[src/rtl/key_switch_input_if.sv]
// MMIO register port between the processor bus and key_switch_input.
// The master drives strobes, address and write data; the slave returns registered read data.
interface key_switch_input_if;
  logic [1:0]  bus_address;
  logic        bus_read;
  logic        bus_write;
  logic [31:0] bus_writedata;
  logic [31:0] bus_readdata;

  modport master (
    output bus_address,
    output bus_read,
    output bus_write,
    output bus_writedata,
    input  bus_readdata
  );

  modport slave (
    input  bus_address,
    input  bus_read,
    input  bus_write,
    input  bus_writedata,
    output bus_readdata
  );
endinterface

[src/rtl/key_switch_input.sv]
// Pushbutton/slide-switch receiver: sync, debounce, press detection, MMIO register port.
// Optional KEY_IRQ_EN adds an irq mask at word address 3 and a registered interrupt output.
module key_switch_input #(
  parameter int unsigned NUM_KEYS        = 4,
  parameter int unsigned NUM_SWITCHES    = 10,
  parameter int unsigned DEBOUNCE_CYCLES = 500000,
  parameter int unsigned CNT_W           = $clog2(DEBOUNCE_CYCLES + 1)
) (
  input  logic                    clock,
  input  logic                    reset,
  input  logic [NUM_KEYS-1:0]     key_n,
  input  logic [NUM_SWITCHES-1:0] switch,
  key_switch_input_if.slave       bus,
  output logic [NUM_KEYS-1:0]     key_pressed,
  output logic [NUM_KEYS-1:0]     key_press_pulse,
  output logic                    irq
);

  localparam logic [CNT_W-1:0] CntLast = CNT_W'(DEBOUNCE_CYCLES - 1);

  logic [NUM_KEYS-1:0]            key_s1_q, key_s1_d, key_s2_q, key_s2_d;
  logic [NUM_SWITCHES-1:0]        sw_s1_q, sw_s1_d, sw_s2_q, sw_s2_d;
  logic [NUM_KEYS-1:0][CNT_W-1:0] cnt_q, cnt_d;
  logic [NUM_KEYS-1:0]            deb_q, deb_d;
  logic [NUM_KEYS-1:0]            pulse_q, pulse_d;
  logic [NUM_KEYS-1:0]            flag_q, flag_d;
  logic [NUM_KEYS-1:0]            flag_clr;
  logic [31:0]                    rdata_q, rdata_d;
  logic [31:0]                    reg_val;

  // Keys are inverted on entry so that 1 means pressed everywhere inside.
  always_comb begin
    key_s1_d = ~key_n;
    key_s2_d = key_s1_q;
    sw_s1_d  = switch;
    sw_s2_d  = sw_s1_q;
  end

  always_comb begin
    cnt_d = cnt_q;
    deb_d = deb_q;
    for (int i = 0; i < NUM_KEYS; i++) begin
      if (key_s2_q[i] == deb_q[i]) begin
        cnt_d[i] = '0;
      end else if (cnt_q[i] == CntLast) begin
        deb_d[i] = ~deb_q[i];
        cnt_d[i] = '0;
      end else begin
        cnt_d[i] = cnt_q[i] + CNT_W'(1);
      end
    end
  end

  // A new press sets the flag even when the same bit is being cleared this cycle.
  always_comb begin
    pulse_d  = deb_d & ~deb_q;
    flag_clr = '0;
    if (bus.bus_write && (bus.bus_address == 2'd2)) begin
      flag_clr = bus.bus_writedata[NUM_KEYS-1:0];
    end
    flag_d = (flag_q & ~flag_clr) | pulse_d;
  end

`ifdef KEY_IRQ_EN
  logic [NUM_KEYS-1:0] mask_q, mask_d;
  logic                irq_q, irq_d;

  always_comb begin
    mask_d = mask_q;
    if (bus.bus_write && (bus.bus_address == 2'd3)) begin
      mask_d = bus.bus_writedata[NUM_KEYS-1:0];
    end
    irq_d = |(flag_q & mask_q);
  end

  always_ff @(posedge clock or posedge reset) begin
    if (reset) begin
      mask_q <= '0;
      irq_q  <= 1'b0;
    end else begin
      mask_q <= mask_d;
      irq_q  <= irq_d;
    end
  end

  assign irq = irq_q;
`else
  assign irq = 1'b0;
`endif

  // Reads sample the pre-write register contents.
  always_comb begin
    case (bus.bus_address)
      2'd0:    reg_val = 32'(deb_q);
      2'd1:    reg_val = 32'(sw_s2_q);
      2'd2:    reg_val = 32'(flag_q);
`ifdef KEY_IRQ_EN
      default: reg_val = 32'(mask_q);
`else
      default: reg_val = '0;
`endif
    endcase
    rdata_d = bus.bus_read ? reg_val : rdata_q;
  end

  always_ff @(posedge clock or posedge reset) begin
    if (reset) begin
      key_s1_q <= '0;
      key_s2_q <= '0;
      sw_s1_q  <= '0;
      sw_s2_q  <= '0;
      cnt_q    <= '0;
      deb_q    <= '0;
      pulse_q  <= '0;
      flag_q   <= '0;
      rdata_q  <= '0;
    end else begin
      key_s1_q <= key_s1_d;
      key_s2_q <= key_s2_d;
      sw_s1_q  <= sw_s1_d;
      sw_s2_q  <= sw_s2_d;
      cnt_q    <= cnt_d;
      deb_q    <= deb_d;
      pulse_q  <= pulse_d;
      flag_q   <= flag_d;
      rdata_q  <= rdata_d;
    end
  end

  assign key_pressed      = deb_q;
  assign key_press_pulse  = pulse_q;
  assign bus.bus_readdata = rdata_q;

  logic unused_wdata;
  assign unused_wdata = ^bus.bus_writedata[31:NUM_KEYS];

endmodule

[src/flat_wrapper.sv]
// flat-port wrapper written by rule: the top's interface ports become plain ports
module key_switch_input_flat 
#(
  parameter int unsigned NUM_KEYS        = 4,
  parameter int unsigned NUM_SWITCHES    = 10,
  parameter int unsigned DEBOUNCE_CYCLES = 500000,
  parameter int unsigned CNT_W           = $clog2(DEBOUNCE_CYCLES + 1)
)
  (clock, reset, key_n, switch, key_pressed, key_press_pulse, irq, bus_bus_address, bus_bus_read, bus_bus_write, bus_bus_writedata, bus_bus_readdata);
  key_switch_input_if bus_i ();
  input  logic clock;
  input  logic reset;
  input  logic [NUM_KEYS-1:0] key_n;
  input  logic [NUM_SWITCHES-1:0] switch;
  output logic [NUM_KEYS-1:0] key_pressed;
  output logic [NUM_KEYS-1:0] key_press_pulse;
  output logic irq;
  input wire logic [$bits(bus_i.bus_address)-1:0] bus_bus_address;
  input wire logic [$bits(bus_i.bus_read)-1:0] bus_bus_read;
  input wire logic [$bits(bus_i.bus_write)-1:0] bus_bus_write;
  input wire logic [$bits(bus_i.bus_writedata)-1:0] bus_bus_writedata;
  output wire logic [$bits(bus_i.bus_readdata)-1:0] bus_bus_readdata;
  assign bus_i.bus_address = bus_bus_address;
  assign bus_i.bus_read = bus_bus_read;
  assign bus_i.bus_write = bus_bus_write;
  assign bus_i.bus_writedata = bus_bus_writedata;
  assign bus_bus_readdata = bus_i.bus_readdata;
  key_switch_input #(.NUM_KEYS(NUM_KEYS), .NUM_SWITCHES(NUM_SWITCHES), .DEBOUNCE_CYCLES(DEBOUNCE_CYCLES), .CNT_W(CNT_W)) u_core (.clock(clock), .reset(reset), .key_n(key_n), .switch(switch), .bus(bus_i), .key_pressed(key_pressed), .key_press_pulse(key_press_pulse), .irq(irq));
endmodule
[config.mk]
export PLATFORM = sky130hd
export DESIGN_NAME = key_switch_input_flat
export DESIGN_NICKNAME = d
export VERILOG_FILES = /design/src/rtl/key_switch_input_if.sv /design/src/rtl/key_switch_input.sv /design/src/flat_wrapper.sv
export SDC_FILE = /design/constraint.sdc
export NUM_CORES = 1
export LEC_CHECK = 0
export BUFFER_PORTS_ARGS = -buffer_cell sky130_fd_sc_hd__buf_2
export CAP_MARGIN = 20
export CORE_UTILIZATION = 30
export CTS_BUF_LIST = sky130_fd_sc_hd__clkbuf_16
export CTS_CLUSTER_DIAMETER = 120
export CTS_CLUSTER_SIZE = 20
export DETAILED_ROUTE_END_ITERATION = 12
export PLACE_DENSITY = 0.58
export SKIP_CTS_REPAIR_TIMING = 1
export SYNTH_ARGS = -nofsm -noshare
export SYNTH_HDL_FRONTEND = slang
export SYNTH_SLANG_ARGS = --single-unit
[constraint.sdc]
create_clock -name clock -period 4.92 [get_ports clock]
set_input_delay 1.23 -clock clock [delete_from_list [all_inputs] [get_ports clock]]
set_output_delay 1.23 -clock clock [all_outputs]
set_load 0.01 [all_outputs]
After elaboration in Yosys (flattened, before gate mapping) --
Cells that the tools add are included.
Cells by class: mux-type cells 18, add/subtract/negate cells 4, equal/unequal tests 10, reductions and logical operators 2, bitwise operators 10
Operator list (number):
- $mux 19 | 8
- $add 19x1->19 const B | 4
- $eq 19x19->1 const B | 4
- $pmux 10 s3 | 1
- $not 4->4 | 3
- $and 4x4->4 | 2
- $mux 1 | 8
- $eq 1x1->1 | 4
- $mux 4 | 1
- $not 1->1 | 4
- $or 4x4->4 | 1
- $eq 2x1->1 const B | 1
- $eq 2x2->1 const B | 1
- $logic_not 2->1 | 1
- $logic_and 1x1->1 | 1
Storage, ports and cells: bits in registers 148, output and inout bits 41, word-level logic and storage cells 56, input port bits 52

Longest topological paths before layout --
Gate-level depths: netlist of run 1.
word-level depth 6, gate-level depth with buffers 6, mapped depth without buffers 5

Worst setup path before layout of run 1 --
OpenSTA, ideal clock, no wires.
kind input to register, start input port bus_bus_address[0], end register u_core.flag_q[0], stages 5, library setup time 0.118 ns, buffers on the path 2, data required time 4.802 ns, data arrival time 2.009 ns, path slack 2.793 ns, cells stage by stage clkbuf_1 -> nor2b_1 -> clkbuf_1 -> nand3_1 -> a21o_1
Between the ends: longest elaborated chain between the ends 6
Ends and longest elaborated chain:
- start: declaration | RTL line flat_wrapper.sv:18 | input wire logic [$bits(bus_i.bus_address)-1:0] bus_bus_address;
- $eq 2x2->1 | RTL line key_switch_input.sv:58 | if (bus.bus_write && (bus.bus_address == 2'd2)) begin
- $logic_and 1x1->1 | RTL line key_switch_input.sv:58
- $mux 4 | RTL line key_switch_input.sv:58
- $not 4->4 | RTL line key_switch_input.sv:61 | flag_d = (flag_q & ~flag_clr) | pulse_d;
- $and 4x4->4 | RTL line key_switch_input.sv:61
- $or 4x4->4 | RTL line key_switch_input.sv:61
- net u_core.flag_d[0] | RTL line key_switch_input.sv:26 | logic [NUM_KEYS-1:0] flag_q, flag_d;
- end signal: assignment | RTL line key_switch_input.sv:125 | flag_q <= flag_d;
- end: declaration | RTL line key_switch_input.sv:26
The timed path passes the listed nets, and every way through them passes these cells. A chain may end at the register's enable or synchronous reset.

==> results of run 1 <==
[logic make-up after synthesis]
group	count (synthesis)	share of synthesized area (%)
AOI/OAI and AO/OA	34	3.94
xor gates and xnor gates	64	9.93
adders and majority gates	4	0.886
buffers and inverters	66	6.07
DFF	126	55.8
muxes	12	2.28
other	1	0.0664
and+or+nand+nor	240	21.0
[per-stage QoR]
stage	total power, mW	instances
after detailed placement	1.20	808
after CTS	2.38	839
final	2.35	840
after global routing	2.44	840
after global placement	1.19	806
after floorplan	1.17	569
[metal layers]
metal	routed length (um)	part of all wire (%)	global-route usage, %	vias up
li1	-	-	-	1936
met1	5060	46	15.6	1993
met2	5180	47	19.4	109
met3	638	5.8	4.59	19
met4	205	1.9	5.26	0
met5	0	0	0	-
[worst paths after layout]
check	cells after the start	slack [ns]	end
setup / recovery	4	2.64	u_core.cnt_q[67]$_DFF_PP0_
hold / removal	0	0.35	u_core.key_s2_q[0]$_DFF_PP0_
setup reg to reg	4	2.64	u_core.cnt_q[67]$_DFF_PP0_
hold reg to reg	0	0.35	u_core.key_s2_q[0]$_DFF_PP0_
max in group asynchronous	3	3.17	u_core.key_pressed[3]$_DFF_PP0_
min in group asynchronous	2	0.95	u_core.key_s1_q[1]$_DFF_PP0_
[Yosys cell counts, types with 2 or more instances]
cell type | instances | area (um2)
nor4bb_1 | 3 | 30.0
nand3_1 | 35 | 175
nand2_1 | 21 | 78.8
o21ai_1 | 3 | 15.0
or4_1 | 2 | 15.0
clkbuf_2 | 3 | 15.0
a31o_2 | 3 | 26.3
a21oi_1 | 12 | 60.1
nor3_1 | 19 | 95.1
nand2b_1 | 2 | 12.5
inv_1 | 32 | 120
mux2i_1 | 8 | 80.1
nand4_1 | 23 | 144
buf_2 | 4 | 20.0
xor2_1 | 12 | 105
and3_1 | 7 | 43.8
o21ai_0 | 5 | 25.0
buf_4 | 23 | 173
ha_1 | 4 | 50.1
clkbuf_1 | 4 | 15.0
o22ai_1 | 6 | 37.5
nor4_1 | 29 | 181
xnor2_1 | 52 | 455
a21o_1 | 3 | 22.5
nor2_1 | 90 | 338
mux2_2 | 3 | 33.8
dfrtp_1 | 126 | 3150
[power breakdown]
part	leakage, nW	internal, mW	total (mW)	switching, mW
Clock	0.266	0.731	1.17	0.440
Sequential	1.68	1.06	1.08	0.0165
Combinational	0.875	0.0304	0.0957	0.0652
Total	2.82	1.82	2.35	0.522
[worst register-to-register path, stage by stage, from the launching register on]
cell and delay, ns:
dfrtp_1 0.41, ha_1 0.23, nand4_1 0.41, o41ai_4 0.93, nor2_1 0.13
[registers in the layout, indices dropped and copies added (netlist names)]
| signal | count |
|---|---|
| u_core.key_s1_q | 4 |
| u_core.sw_s1_q | 10 |
| u_core.key_pressed | 4 |
| u_core.bus.bus_readdata | 10 |
| u_core.sw_s2_q | 10 |
| u_core.cnt_q | 76 |
| u_core.key_s2_q | 4 |
| u_core.flag_q | 4 |
| u_core.key_press_pulse | 4 |
[final cells by class]
| cell class | instances | area [um2] |
|---|---|---|
| Sequential cell | 126 | 3150 |
| Multi-Input combinational cell | 377 | 2230 |
| Clock buffer | 17 | 425 |
| Timing Repair Buffer | 45 | 255 |
| Tap cell | 229 | 287 |
| Inverter | 32 | 123 |
| Clock inverter | 14 | 129 |
| Fill cell | 1793 | 11600 |
==> reports/results.tsv, run 1 <==
stage	metric	value	unit
status	outcome	finished, violations left	
status	failing checks	DRC	
global_route	Tot GR Track Use	12.5	%
setup_path	r2r startpoint	u_core.cnt_q[57]$_DFF_PP0_	
detailed_routing	Final ANT Viol Nets	0	
sta	final setup fails	0	
yosys	post-synthesis async set-or-reset flop share	100	%
clock_network	Skew-Pair Late Insertion Delay	0.41	ns
clock_network	CTS Root Cell	clkbuf_16	
detailed_routing	DR vias/cell	4.83	
sta	Final Hold Viols	0	
yosys	EDFF count, synth	0	
sta	unrepaired setup endpoints after global routing	false	
cells_and_area	most common library cell in the layout ignoring fill and taps	dfrtp_1	
sta	worst slew pin tran	0.878	ns
cells_and_area	final core occ	36.3	%
setup_path	WP data arrival	2.53	ns
sta	Min Clock Period, post-route	2.28	ns
place	area post-placement	6040	um2
sta	clk_skew	0.00810	ns
clock_network	Clock Pin Slew Worst Setup and Hold Paths	0.06	ns
hold_path	Hold/Removal Path Class	flip-flop to flip-flop	
die	# IOs	93	
die	Rows	49	
detailed_routing	Routed WL	11100	um
die	Die Height	139	um
die	die area	19400	um2
detailed_routing	Pre-antenna DRT Iters	8	
yosys	Mean Syn Cell Area	10.3	um2
pwr	Leak	2.82	nW
yosys	synthesized cell area	5650	um2
setup_path	Worst Path Required	5.17	ns
setup_path	Worst Path Buf+Inv	0	
setup_path	startpoint types	flip-flop	
yosys	Cells after Synth	547	
yosys	Yosys cell types	40	
place	dpl ws	2.54	ns
detailed_routing	vias	4057	
cells_and_area	most frequent cells in the layout	126 x dfrtp_1, 90 x nor2_1, 52 x xnor2_1, 41 x buf_2, 35 x nand3_1	
yosys	top_reg_cell synth	dfrtp_1	
detailed_routing	# DRC	7	
place	HPWL Detailed	7460	um
hold_path	Hold Path Origin	u_core.key_s1_q[0]$_DFF_PP0_	
clock_network	TritonCTS Buffers	17	
place	number of I/O port buffers	41	
cells_and_area	Area Overhead vs Synth	17.0	%
die	die width	139	um
global_route	total gr overflow	0	
clock_network	CTS max path bufs	2	
cells_and_area	ant diodes	0	
place	Placer Congestion	0.783	
global_route	initial antenna violation count	1	
pwr	Peak VDD IR	0.260	mV
setup_path	Setup crit start	u_core.cnt_q[57]$_DFF_PP0_	
setup_path	maximum fanout along the worst path	16	
global_route	number of global-route vias before repair	3991	
setup_path	crit-path max cell delay	0.93	ns
global_route	largest net degree at the start of global routing	67	
die	Core Footprint	18200	um2
global_route	first-pass GRT wire length	19200	um
clock_network	H-tree levels	4	
sta	Slew headroom	41.3	%
die	initial core utilization	31.0	%
sta	TNS Setup	0	ns
sta	Slew Viols, Final	0	
sta	max frequency	0.438	GHz
setup_path	largest delay contributor family on the critical path	compound AO/OA/AOI/OAI gates	
pwr	PwrDens	355	nW/um2
detailed_routing	1st-iter DRT viols	276	
sta	PnR worst setup slack	2.64	ns
setup_path	worst-path cell chain	ha_1, nand4_1, o41ai_4, nor2_1	
yosys	Yosys Warn Count	0	
flow_run	max-cap violation count	0	
cells_and_area	Total Nets Final	655	
clock_network	CTS tree	yes	
yosys	sequential element share of the synthesized area	55.8	%
sta	Final Cycle Share	46.4	%
yosys	post-synthesis register bit count	126	
cells_and_area	layout cells sized above 1	13.7	%
setup_path	Setup Crit Path Kind	flip-flop to flip-flop	
detailed_routing	per-cell routed wire length	13.2	um
sta	worst hold margin	0.346	ns
clock_network	# clock sinks	126	
cells_and_area	design area	6610	um2
setup_path	crit end category	flip-flop	
setup_path	CP max-delay cell	o41ai_4	
Power figures use the tool's default switching activity.
==> inputs of run 2 (changes only) <==
--- a/config.mk
+++ b/config.mk
@@ -5,6 +5,7 @@
 export SDC_FILE = /design/constraint.sdc
 export NUM_CORES = 1
 export LEC_CHECK = 0
+export ABC_AREA = 1
 export BUFFER_PORTS_ARGS = -buffer_cell sky130_fd_sc_hd__buf_2
 export CAP_MARGIN = 20
 export CORE_UTILIZATION = 30
@@ -12,7 +13,7 @@
 export CTS_CLUSTER_DIAMETER = 120
 export CTS_CLUSTER_SIZE = 20
 export DETAILED_ROUTE_END_ITERATION = 12
-export PLACE_DENSITY = 0.58
+export PLACE_DENSITY = 0.57
 export SKIP_CTS_REPAIR_TIMING = 1
 export SYNTH_ARGS = -nofsm -noshare
 export SYNTH_HDL_FRONTEND = slang
==> constraint.sdc (replaced) <==
create_clock -name clock -period 2.21 [get_ports clock]
set_input_delay 0.5525 -clock clock [delete_from_list [all_inputs] [get_ports clock]]
set_output_delay 0.5525 -clock clock [all_outputs]
set_load 0.01 [all_outputs]
==> run 2 against run 1 <==
  * The run now ends clean
  * Clock skew up 0.0021 ns
  * Die area grew 8.5%
  * Clock power grew 140%
  * Sequential power is 120% higher
  * Total power increased by 130%
  * First-iteration DRC count down 4.7%
  * Global-route usage rose by 0.40 points
  * Largest cell class unchanged
==> reports/results.tsv, run 2 <==
stage	metric	value	unit	change
cells_and_area	Area Overhead vs Synth	18.2	%	
place	dpl ws	0.667	ns	-1.88 ns
global_route	Tot GR Track Use	12.9	%	+0.40 points
cells_and_area	layout cells sized above 1	14.6	%	+0.81 points
detailed_routing	met3 wire len	422	um	-34%
sta	max frequency	0.584	GHz	
setup_path	maximum fanout along the worst path	6		-10
yosys	Yosys Warn Count	0		unchanged
global_route	first-pass GRT wire length	21800	um	+14%
die	die width	145	um	+4.2%
setup_path	crit end category	output pin		
sta	clk_skew	0.0102	ns	+0.00208 ns
yosys	Synth area leader	dfrtp_1		
sta	worst slew pin tran	0.579	ns	-0.299 ns
detailed_routing	1st-iter DRT viols	263		-4.7%
detailed_routing	met1 wire length	6280	um	+24%
setup_path	Setup Crit Path Kind	flip-flop to output pin		
clock_network	H-tree levels	4		unchanged
detailed_routing	vias	4525		+12%
clock_network	TritonCTS Buffers	17		unchanged
sta	final setup fails	0		unchanged
detailed_routing	met2 WL	5490	um	+5.9%
sta	Final Hold Viols	0		unchanged
setup_path	crit-path max cell delay	0.55	ns	-0.38 ns
hold_path	Hold/Removal Path Class	input port to async pin		
setup_path	WP data arrival	1.16	ns	-1.37 ns
setup_path	largest delay contributor family on the critical path	flip-flops		
place	number of I/O port buffers	41		unchanged
sta	Final Cycle Share	77.5	%	
global_route	total gr overflow	0		unchanged
yosys	most frequent cell after synthesis	nor2_1		
yosys	top_reg_cell synth	dfrtp_1		
clock_network	CTS Root Cell	clkbuf_16		
yosys	Yosys cell types	32		-20%
detailed_routing	per-cell routed wire length	11.8	um	-11%
die	# IOs	93		unchanged
detailed_routing	Final ANT Viol Nets	0		unchanged
setup_path	CP max-delay cell	dfrtp_1		
pwr	Peak VDD IR	0.570	mV	+120%
clock_network	# clock sinks	126		unchanged
flow_run	max-cap violation count	0		unchanged
die	Rows	51		+4.1%
yosys	Synth area leaders	dfrtp_1 51%, nor2_1 9.9%, nand2_1 7.4%		
setup_path	startpoint types	flip-flop		
yosys	EDFF count, synth	0		unchanged
die	initial core utilization	31.0	%	about the same
sta	PnR worst setup slack	0.498	ns	-2.14 ns
die	Die Height	145	um	+4.2%
clock_network	CTS tree	yes		
detailed_routing	Pre-antenna DRT Iters	4		-4
detailed_routing	DR vias/cell	4.29		-11%
place	HPWL Detailed	9100	um	+22%
cells_and_area	most frequent cells in the layout	162 x nor2_1, 126 x dfrtp_1, 121 x nand2_1, 74 x inv_1, 60 x nand3_1		
clock_network	CTS max path bufs	2		unchanged
cells_and_area	Total Nets Final	833		+27%
yosys	post-synthesis async set-or-reset flop share	100	%	unchanged
sta	Slew Viols, Final	0		unchanged
pwr	Leak	3.17	nW	+13%
cells_and_area	ant diodes	0		unchanged
cells_and_area	Top reg by flops	u_core.cnt_q		
detailed_routing	# DRC	0		-7
yosys	post-synth top area share	51.4	%	-4.5 points
yosys	most frequent cells after synthesis	162 x nor2_1, 126 x dfrtp_1, 121 x nand2_1, 74 x inv_1, 60 x nand3_1		
pwr	PwrDens	751	nW/um2	+110%
yosys	Cells after Synth	715		+31%
status	outcome	finished, final reports clean		
setup_path	R2R setup slack	0.66	ns	-1.98 ns
yosys	post-synthesis register bit count	126		unchanged
cells_and_area	Largest register FFs	76		unchanged
yosys	sequential element share of the synthesized area	51.4	%	-4.5 points
setup_path	worst-path cell chain	buf_2		
sta	Slew headroom	61.3	%	+20 points
setup_path	Worst Path Buf+Inv	1		+1
clock_network	Clock Pin Slew Worst Setup and Hold Paths	0.06	ns	about the same
die	die area	21000	um2	+8.5%
setup_path	Worst Path Required	1.66	ns	-3.51 ns
sta	Min Clock Period, post-route	1.71	ns	
detailed_routing	Routed WL	12400	um	+12%
die	Core Footprint	19800	um2	+8.6%
cells_and_area	# fillers	2033		+13%
sta	worst hold margin	0.198	ns	-0.147 ns
yosys	synthesized cell area	6140	um2	+8.7%
detailed_routing	highest metal used	met4		
place	Placer Congestion	0.862		+10%
global_route	initial antenna violation count	0		-1
clock_network	Skew-Pair Late Insertion Delay	0.41	ns	about the same
sta	TNS Setup	0	ns	unchanged
cells_and_area	most common library cell in the layout ignoring fill and taps	nor2_1		
sta	unrepaired setup endpoints after global routing	false		
global_route	number of global-route vias before repair	4539		+14%
global_route	largest net degree at the start of global routing	36		-46%
yosys	Mean Syn Cell Area	8.58	um2	-17%
-- run 2: layer usage --
metal	track usage, %	up-vias
met4	5.69	0
met3	2.42	17
met5	0	-
met1	17.5	2083
met2	19.9	84
li1	-	2341
-- run 2: per-stage QoR --
| step | instances | cell area (um2) | power (mW) | util (%) |
|---|---|---|---|---|
| 2_1_floorplan | 737 | 6220 | 2.61 | - |
| 3_3_place_gp | 1023 | 6650 | 2.68 | 33.6 |
| 3_5_place_dp | 1023 | 6650 | 2.68 | 33.6 |
| 4_1_cts | 1055 | 7250 | 5.51 | 36.7 |
| 5_1_grt | 1055 | 7250 | 5.65 | 36.7 |
| 6_report | 1055 | 7250 | 5.44 | 36.7 |
-- run 2: final timing paths --
check / from / end / cells past startpoint
hold / removal: reset / u_core.key_press_pulse[2]$_DFF_PP0_ / 2
max in group asynchronous: reset / u_core.cnt_q[59]$_DFF_PP0_ / 3
setup reg to reg: u_core.cnt_q[19]$_DFF_PP0_ / u_core.cnt_q[35]$_DFF_PP0_ / 7
min in group clock: switch[9] / u_core.sw_s1_q[9]$_DFF_PP0_ / 1
setup / recovery: u_core.key_pressed[3]$_DFF_PP0_ / key_pressed[3] / 1
hold reg to reg: u_core.key_s1_q[0]$_DFF_PP0_ / u_core.key_s2_q[0]$_DFF_PP0_ / 0
-- run 2: area by class of cell --
cell class / count / area (um2) / share of cell area (%)
inverters: 75 / 288 / 3.97
flip-flops and latches: 126 / 3150 / 43.5
repair buffers: 46 / 280 / 3.87
multi-input cells: 511 / 2600 / 35.9
clock buffers: 17 / 425 / 5.87
clock inverters: 15 / 171 / 2.36
well taps: 265 / 332 / 4.57
-- run 2: where the power goes --
part	internal (mW)	leakage, nW	switching, mW
logic	0.0747	1.20	0.152
clock network	1.77	0.292	1.04
registers	2.37	1.68	0.0364
-- run 2: cell families after synthesis --
family,after synthesis,synth area share (%)
DFF,126,51.4
muxes,4,0.734
adders and majority gates,4,0.816
and+or+nand+nor,404,29.3
xor gates and xnor gates,49,7.67
other,1,0.0611
AOI/OAI and AO/OA,27,2.43
buffers and inverters,100,7.57
